===== src/rtl/tick_prescaler_pkg.sv =====
// tick_prescaler_pkg
// Shared definitions for the tick prescaler and the downstream 2-bit counter
// stage it feeds.
//   state_e         : prescaler FSM state encoding (IDLE, RUN, ONESHOT)
//   TP_DEFAULT_DIV  : divisor loaded at reset (tick period = divisor + 1)
//   TICK_CNT_W      : width of the wrap-around tick tally, kept equal to the
//                     width of the downstream counter it mirrors
package tick_prescaler_pkg;

  typedef enum logic [1:0] {
    ST_IDLE    = 2'd0,
    ST_RUN     = 2'd1,
    ST_ONESHOT = 2'd2
  } state_e;

  localparam logic [7:0] TP_DEFAULT_DIV = 8'd4;
  localparam int unsigned TICK_CNT_W = 2;

endpackage


===== src/rtl/tick_prescaler_div_shadow.sv =====
// div_shadow_reg
// Single-entry shadow register for divisor updates. A value written through
// the ready/valid port is held here until the owner pulses apply_i, which
// empties the entry. That lets the owner choose the exact edge at which a new
// divisor takes effect.
// Ports:
//   clk, rst     : clock, asynchronous active-high reset (entry emptied)
//   wr_valid_i   : write request
//   wr_data_i    : value to store
//   wr_ready_o   : registered; high when the entry is empty
//   apply_i      : consume the stored value (ignored while empty)
//   rd_data_o    : stored value
//   full_o       : entry holds a value not yet applied
//
// Handshake: a transfer happens on a posedge where wr_valid_i && wr_ready_o.
// While wr_ready_o is low, wr_valid_i is ignored and the source must keep it
// asserted until it sees wr_ready_o high again.
module div_shadow_reg #(
  parameter int unsigned W = 8
) (
  input  logic         clk,
  input  logic         rst,
  input  logic         wr_valid_i,
  input  logic [W-1:0] wr_data_i,
  output logic         wr_ready_o,
  input  logic         apply_i,
  output logic [W-1:0] rd_data_o,
  output logic         full_o
);

  logic         full_q, full_d;
  logic [W-1:0] data_q, data_d;

  always_comb begin
    full_d = full_q;
    data_d = data_q;
    if (full_q) begin
      if (apply_i) full_d = 1'b0;
    end else if (wr_valid_i) begin
      full_d = 1'b1;
      data_d = wr_data_i;
    end
  end

  always_ff @(posedge clk or posedge rst) begin
    if (rst) begin
      full_q <= 1'b0;
      data_q <= '0;
    end else begin
      full_q <= full_d;
      data_q <= data_d;
    end
  end

  assign wr_ready_o = ~full_q;
  assign rd_data_o  = data_q;
  assign full_o     = full_q;

endmodule


===== src/rtl/tick_prescaler.sv =====
// tick_prescaler
// Programmable clock-enable generator. While running it emits a one-cycle
// tick every div_q+1 clocks; a start/stop FSM controls it and a shadowed
// ready/valid port updates the divisor without disturbing a period in flight.
// Optional feature macro: TICK_PRESCALER_ONESHOT_EN adds the oneshot input and
// the ONESHOT state (one tick, then back to IDLE).
// Ports:
//   clk, rst   : clock, asynchronous active-high reset
//   start      : level, sampled in IDLE to begin running (stop has priority)
//   stop       : level, sampled while running to return to IDLE
//   div_valid  : divisor load request
//   div_data   : divisor; tick period = div_data + 1 cycles
//   div_ready  : divisor shadow register empty
//   oneshot    : (macro only) start in ONESHOT instead of RUN
//   tick       : registered single-cycle enable for the downstream counter
//   busy       : FSM is not IDLE
//   tick_cnt   : wrap-around count of ticks issued
//   dbg_state  : current FSM state, for observation only
module tick_prescaler
  import tick_prescaler_pkg::*;
#(
  parameter int unsigned      DIV_W       = 8,
  parameter logic [DIV_W-1:0] DEFAULT_DIV = DIV_W'(TP_DEFAULT_DIV)
) (
  input  logic                  clk,
  input  logic                  rst,
  input  logic                  start,
  input  logic                  stop,
  input  logic                  div_valid,
  input  logic [DIV_W-1:0]      div_data,
  output logic                  div_ready,
`ifdef TICK_PRESCALER_ONESHOT_EN
  input  logic                  oneshot,
`endif
  output logic                  tick,
  output logic                  busy,
  output logic [TICK_CNT_W-1:0] tick_cnt,
  output state_e                dbg_state
);

  state_e                state_q, state_d;
  logic [DIV_W-1:0]      cnt_q, cnt_d;
  logic [DIV_W-1:0]      div_q, div_d;
  logic                  tick_q, tick_d;
  logic [TICK_CNT_W-1:0] tally_q, tally_d;

  logic [DIV_W-1:0]      shadow_data;
  logic                  shadow_full;
  logic                  apply;
  logic                  terminal;
  logic                  go_oneshot;

`ifdef TICK_PRESCALER_ONESHOT_EN
  assign go_oneshot = oneshot;
`else
  assign go_oneshot = 1'b0;
`endif

  assign terminal = (cnt_q == div_q);

  div_shadow_reg #(
    .W (DIV_W)
  ) u_shadow (
    .clk        (clk),
    .rst        (rst),
    .wr_valid_i (div_valid),
    .wr_data_i  (div_data),
    .wr_ready_o (div_ready),
    .apply_i    (apply),
    .rd_data_o  (shadow_data),
    .full_o     (shadow_full)
  );

  always_comb begin
    state_d = state_q;
    cnt_d   = cnt_q;
    tick_d  = 1'b0;
    apply   = 1'b0;
    case (state_q)
      ST_IDLE: begin
        cnt_d = '0;
        // Nothing is being timed, so a pending divisor can land right away.
        apply = shadow_full;
        if (start && !stop) state_d = go_oneshot ? ST_ONESHOT : ST_RUN;
      end
      ST_RUN, ST_ONESHOT: begin
        if (stop) begin
          // Stop wins even on the terminal count: no tick, and the shadow
          // stays pending until the IDLE edge that follows.
          state_d = ST_IDLE;
          cnt_d   = '0;
        end else if (terminal) begin
          cnt_d  = '0;
          tick_d = 1'b1;
          // The period just finished used the old divisor; swap now.
          apply  = shadow_full;
          if (state_q == ST_ONESHOT) state_d = ST_IDLE;
        end else begin
          cnt_d = cnt_q + DIV_W'(1);
        end
      end
      default: begin
        state_d = ST_IDLE;
        cnt_d   = '0;
      end
    endcase
  end

  always_comb begin
    div_d   = div_q;
    tally_d = tally_q;
    if (apply && shadow_full) div_d = shadow_data;
    if (tick_d) tally_d = tally_q + TICK_CNT_W'(1);
  end

  always_ff @(posedge clk or posedge rst) begin
    if (rst) begin
      state_q <= ST_IDLE;
      cnt_q   <= '0;
      div_q   <= DEFAULT_DIV;
      tick_q  <= 1'b0;
      tally_q <= '0;
    end else begin
      state_q <= state_d;
      cnt_q   <= cnt_d;
      div_q   <= div_d;
      tick_q  <= tick_d;
      tally_q <= tally_d;
    end
  end

  assign tick      = tick_q;
  assign busy      = (state_q != ST_IDLE);
  assign tick_cnt  = tally_q;
  assign dbg_state = state_q;

endmodule


===== config.mk =====
export PLATFORM = sky130hd
export DESIGN_NAME = tick_prescaler
export DESIGN_NICKNAME = d
export VERILOG_FILES = /design/src/rtl/tick_prescaler_pkg.sv /design/src/rtl/tick_prescaler_div_shadow.sv /design/src/rtl/tick_prescaler.sv
export SDC_FILE = /design/constraint.sdc
export NUM_CORES = 1
export LEC_CHECK = 0
export CAP_MARGIN = 20
export CELL_PAD_IN_SITES_DETAIL_PLACEMENT = 1
export CELL_PAD_IN_SITES_GLOBAL_PLACEMENT = 1
export CORE_UTILIZATION = 37
export CTS_CLUSTER_DIAMETER = 100
export DETAILED_ROUTE_END_ITERATION = 6
export DONT_BUFFER_PORTS = 1
export GPL_ROUTABILITY_DRIVEN = 0
export GPL_TIMING_DRIVEN = 1
export PLACE_DENSITY_LB_ADDON = 0.1
export SLEW_MARGIN = 15
export SYNTH_ARGS = -nofsm -noshare
export SYNTH_HDL_FRONTEND = slang
export SYNTH_SLANG_ARGS = --single-unit

===== constraint.sdc =====
create_clock -name clk -period 2.4 [get_ports clk]
set_input_delay 0.24 -clock clk [delete_from_list [all_inputs] [get_ports clk]]
set_output_delay 0.24 -clock clk [all_outputs]
set_load 0.03 [all_outputs]

==> qor.yml <==
outcome: "finished clean"
period_share_pct: 78.06
syn_area_sq_mm: 0.001627
grt_usage_pct: 17.79
crit_type: "reg -> reg"
worstMarginPinSlew_ps: 767.5
core_area_sq_mm: 0.004115
cts_tree: "yes"
leakagePower_uw: 0.0007120
cp_max_fo: 17
ant_nets: 0
pre_cts_ws_ps: 599.1
syn-instance-count: 164
synth_fa_ha_area_share_pct: 0.7692
start_kind: "flop"
die_area_sq_mm: 0.004666
synth_top_family_by_area: "simple AND/OR/NAND/NOR gates"
cts-htree-levels: 2
place_area_sq_mm: 0.001629
hp-class: "in -> reg"
maxSlewViolCount: 0
final_cell_mix: "dfrtp_1 (28), nand2_1 (16), nand3_1 (16)"
drt_iter0_markers: 47
clk_pin_slew_ps: 60
die_h_um: 68.31
drcViolationCount: 0
syn_area_per_cell_sq_um: 9.918
finalSetupViolCount: 0
drt_wl_total_um: 3493
max_freq_mhz: 533.8
fin_nets: 174
dr_total_vias: 1154
ys_seq_area_share_pct: 44.69
ys_ff_latch: 29
muxShareOfSynthArea_pct: 5.538
final_cell_area_sq_mm: 0.001729
die_w_um: 68.31
cts.sinks: 29
maxSlewHeadroom_pct: 48.83
dr.pass1.iters: 4
setup_tns_ps: 0
synth_edf_count: 0
synth_nets: 178
insertion_delay_ps: 270
ys_types: 33
synth-async-reset-ratio_pct: 100.0
diodes: 0
final_common_cell: "dfrtp_1"
timing.final.ws_setup_ps: 526.5
rsz0062_at_grt: "no"
wl_per_cell_um: 16.55
fin_hold_ws_ps: 32.56
grt_pass1_vias: 1233
arrival_ps: 2030
synth-compound-area-share_pct: 8.538
synth-simple-area-share_pct: 25.85
cts-root-buf: "clkbuf_8"
required_ps: 2550
syn2layout_area_growth_pct: 6.308
ys_warn_count: 0
grt_pass1_wl_um: 5968
finalClockSkew_ps: 3.641
grt-ovfl-total: 0
synth-xor-area-share_pct: 8.615
hpwl_um: 2390
cts-resized-gates: 0
max-cap-violations: 0
critPathCaptureType: "flop"
layout-drive-gt1-share_pct: 14.91
p_per_area_mw_per_mm2: 802.8
period_needed_ps: 1873
irDropWorstVdd_mv: 0.5565
cts_inserted_buffers: 5
core.rowCount: 23
start_util_pct: 39.53
ios: 20
io_buffers: 0
antenna_found_initial: 0
synth_top_flop_cell: "dfrtp_1"
cts_max_path_buffers: 2
hold_viol: 0
viasPerCell: 5.469
grt_max_degree: 30
## metal layers
metal  up-vias  GRT usage (%)  part of all wire [%]
met1       575          22.56                    49
met4         0          6.250                  0.72
met5         -              0                     0
met2        15          28.92                    47
li1        560              -                     -
met3         4          4.667                   3.0
## synth_stat cells (2+ instances only)
master,instances,share of area (%)
a21oi_1,8,2.5
a311o_1,8,4.9
and3_1,3,1.2
and4_1,2,1.1
buf_2,6,1.8
buf_4,3,1.4
clkbuf_1,5,1.2
dfrtp_1,28,43
inv_1,2,0.46
mux2_2,8,5.5
nand2_1,16,3.7
nand2b_1,2,0.77
nand3_1,16,4.9
nand3b_1,7,3.2
nand4_2,2,1.5
nor2_1,4,0.92
nor2b_1,8,3.1
nor3_1,7,2.2
xnor2_1,11,5.9
xor2_1,5,2.7
## path summary, 6_finish.rpt
kind / start / endpoint / slack, ps / depth (start not counted)
worst max-delay path: u_shadow.full_o$_DFF_PP0_ / div_q[7]$_DFFE_PP0P_ / 530 / 3
worst min-delay path: stop / dbg_state[0]$_DFFE_PP0P_ / 30 / 1
worst max register to register: u_shadow.full_o$_DFF_PP0_ / div_q[7]$_DFFE_PP0P_ / 530 / 3
worst min register to register: u_shadow.rd_data_o[4]$_DFFE_PP0P_ / u_shadow.rd_data_o[4]$_DFFE_PP0P_ / 530 / 1
max in group asynchronous: rst / div_q[2]$_DFFE_PP1P_ / 1600 / 3
min in group asynchronous: rst / u_shadow.rd_data_o[0]$_DFFE_PP0P_ / 490 / 3
## cell type report
type,instances,area (sq um)
multi-input combinational,117,805.8
clock buffer,8,90.09
fill,465,2386
tap,50,62.56
sequential,29,726.9
inverter,3,11.26
timing repair buffer,4,32.53
## sequential cells by signal (all words and copies together) (netlist names)
register / flops
u_shadow.full_o: 1
div_q: 8
u_shadow.rd_data_o: 8
dbg_state: 1
tick: 1
cnt_q: 8
tick_cnt: 2
## worst max-delay path: stages, from the launching register on
cell	delay, ps
dfrtp_1	720
inv_2	300
a221o_1	410
a311o_1	320
## cells by family (layout without fill, tap and decap cells)
| kind of cell | after synthesis | in the layout |
|---|---|---|
| buffers and inverters | 18 | 15 |
| DFF | 29 | 29 |
| xor gates and xnor gates | 16 | 16 |
| other | 1 | 1 |
| AOI/OAI and AO/OA | 18 | 18 |
| and+or+nand+nor | 73 | 73 |
| muxes | 8 | 8 |
| adders and majority gates | 1 | 1 |
## repair_timing
item,4_1_cts,5_1_grt
hold endpoints to repair,28,0
buffers inserted,0,0
setup endpoints to repair,0,0
hold buffers,1,0
## where the power goes
group	internal (uW)	total, uW	leakage (uW)	switching [uW]
registers	575	680	0.000354	105
clock network	233	402	0.0000455	169
logic	157	306	0.000312	149
## through the flow
step / instances / util (%) / power, uW
detailed placement: 202 / 39.59 / 1000
global placement: 202 / 39.59 / 984.9
floorplan: 164 / - / 938.9
finish: 211 / 42.02 / 1388
CTS: 211 / 42.02 / 1415
global route: 211 / 42.02 / 1487
(Power assumes the default switching activity.)
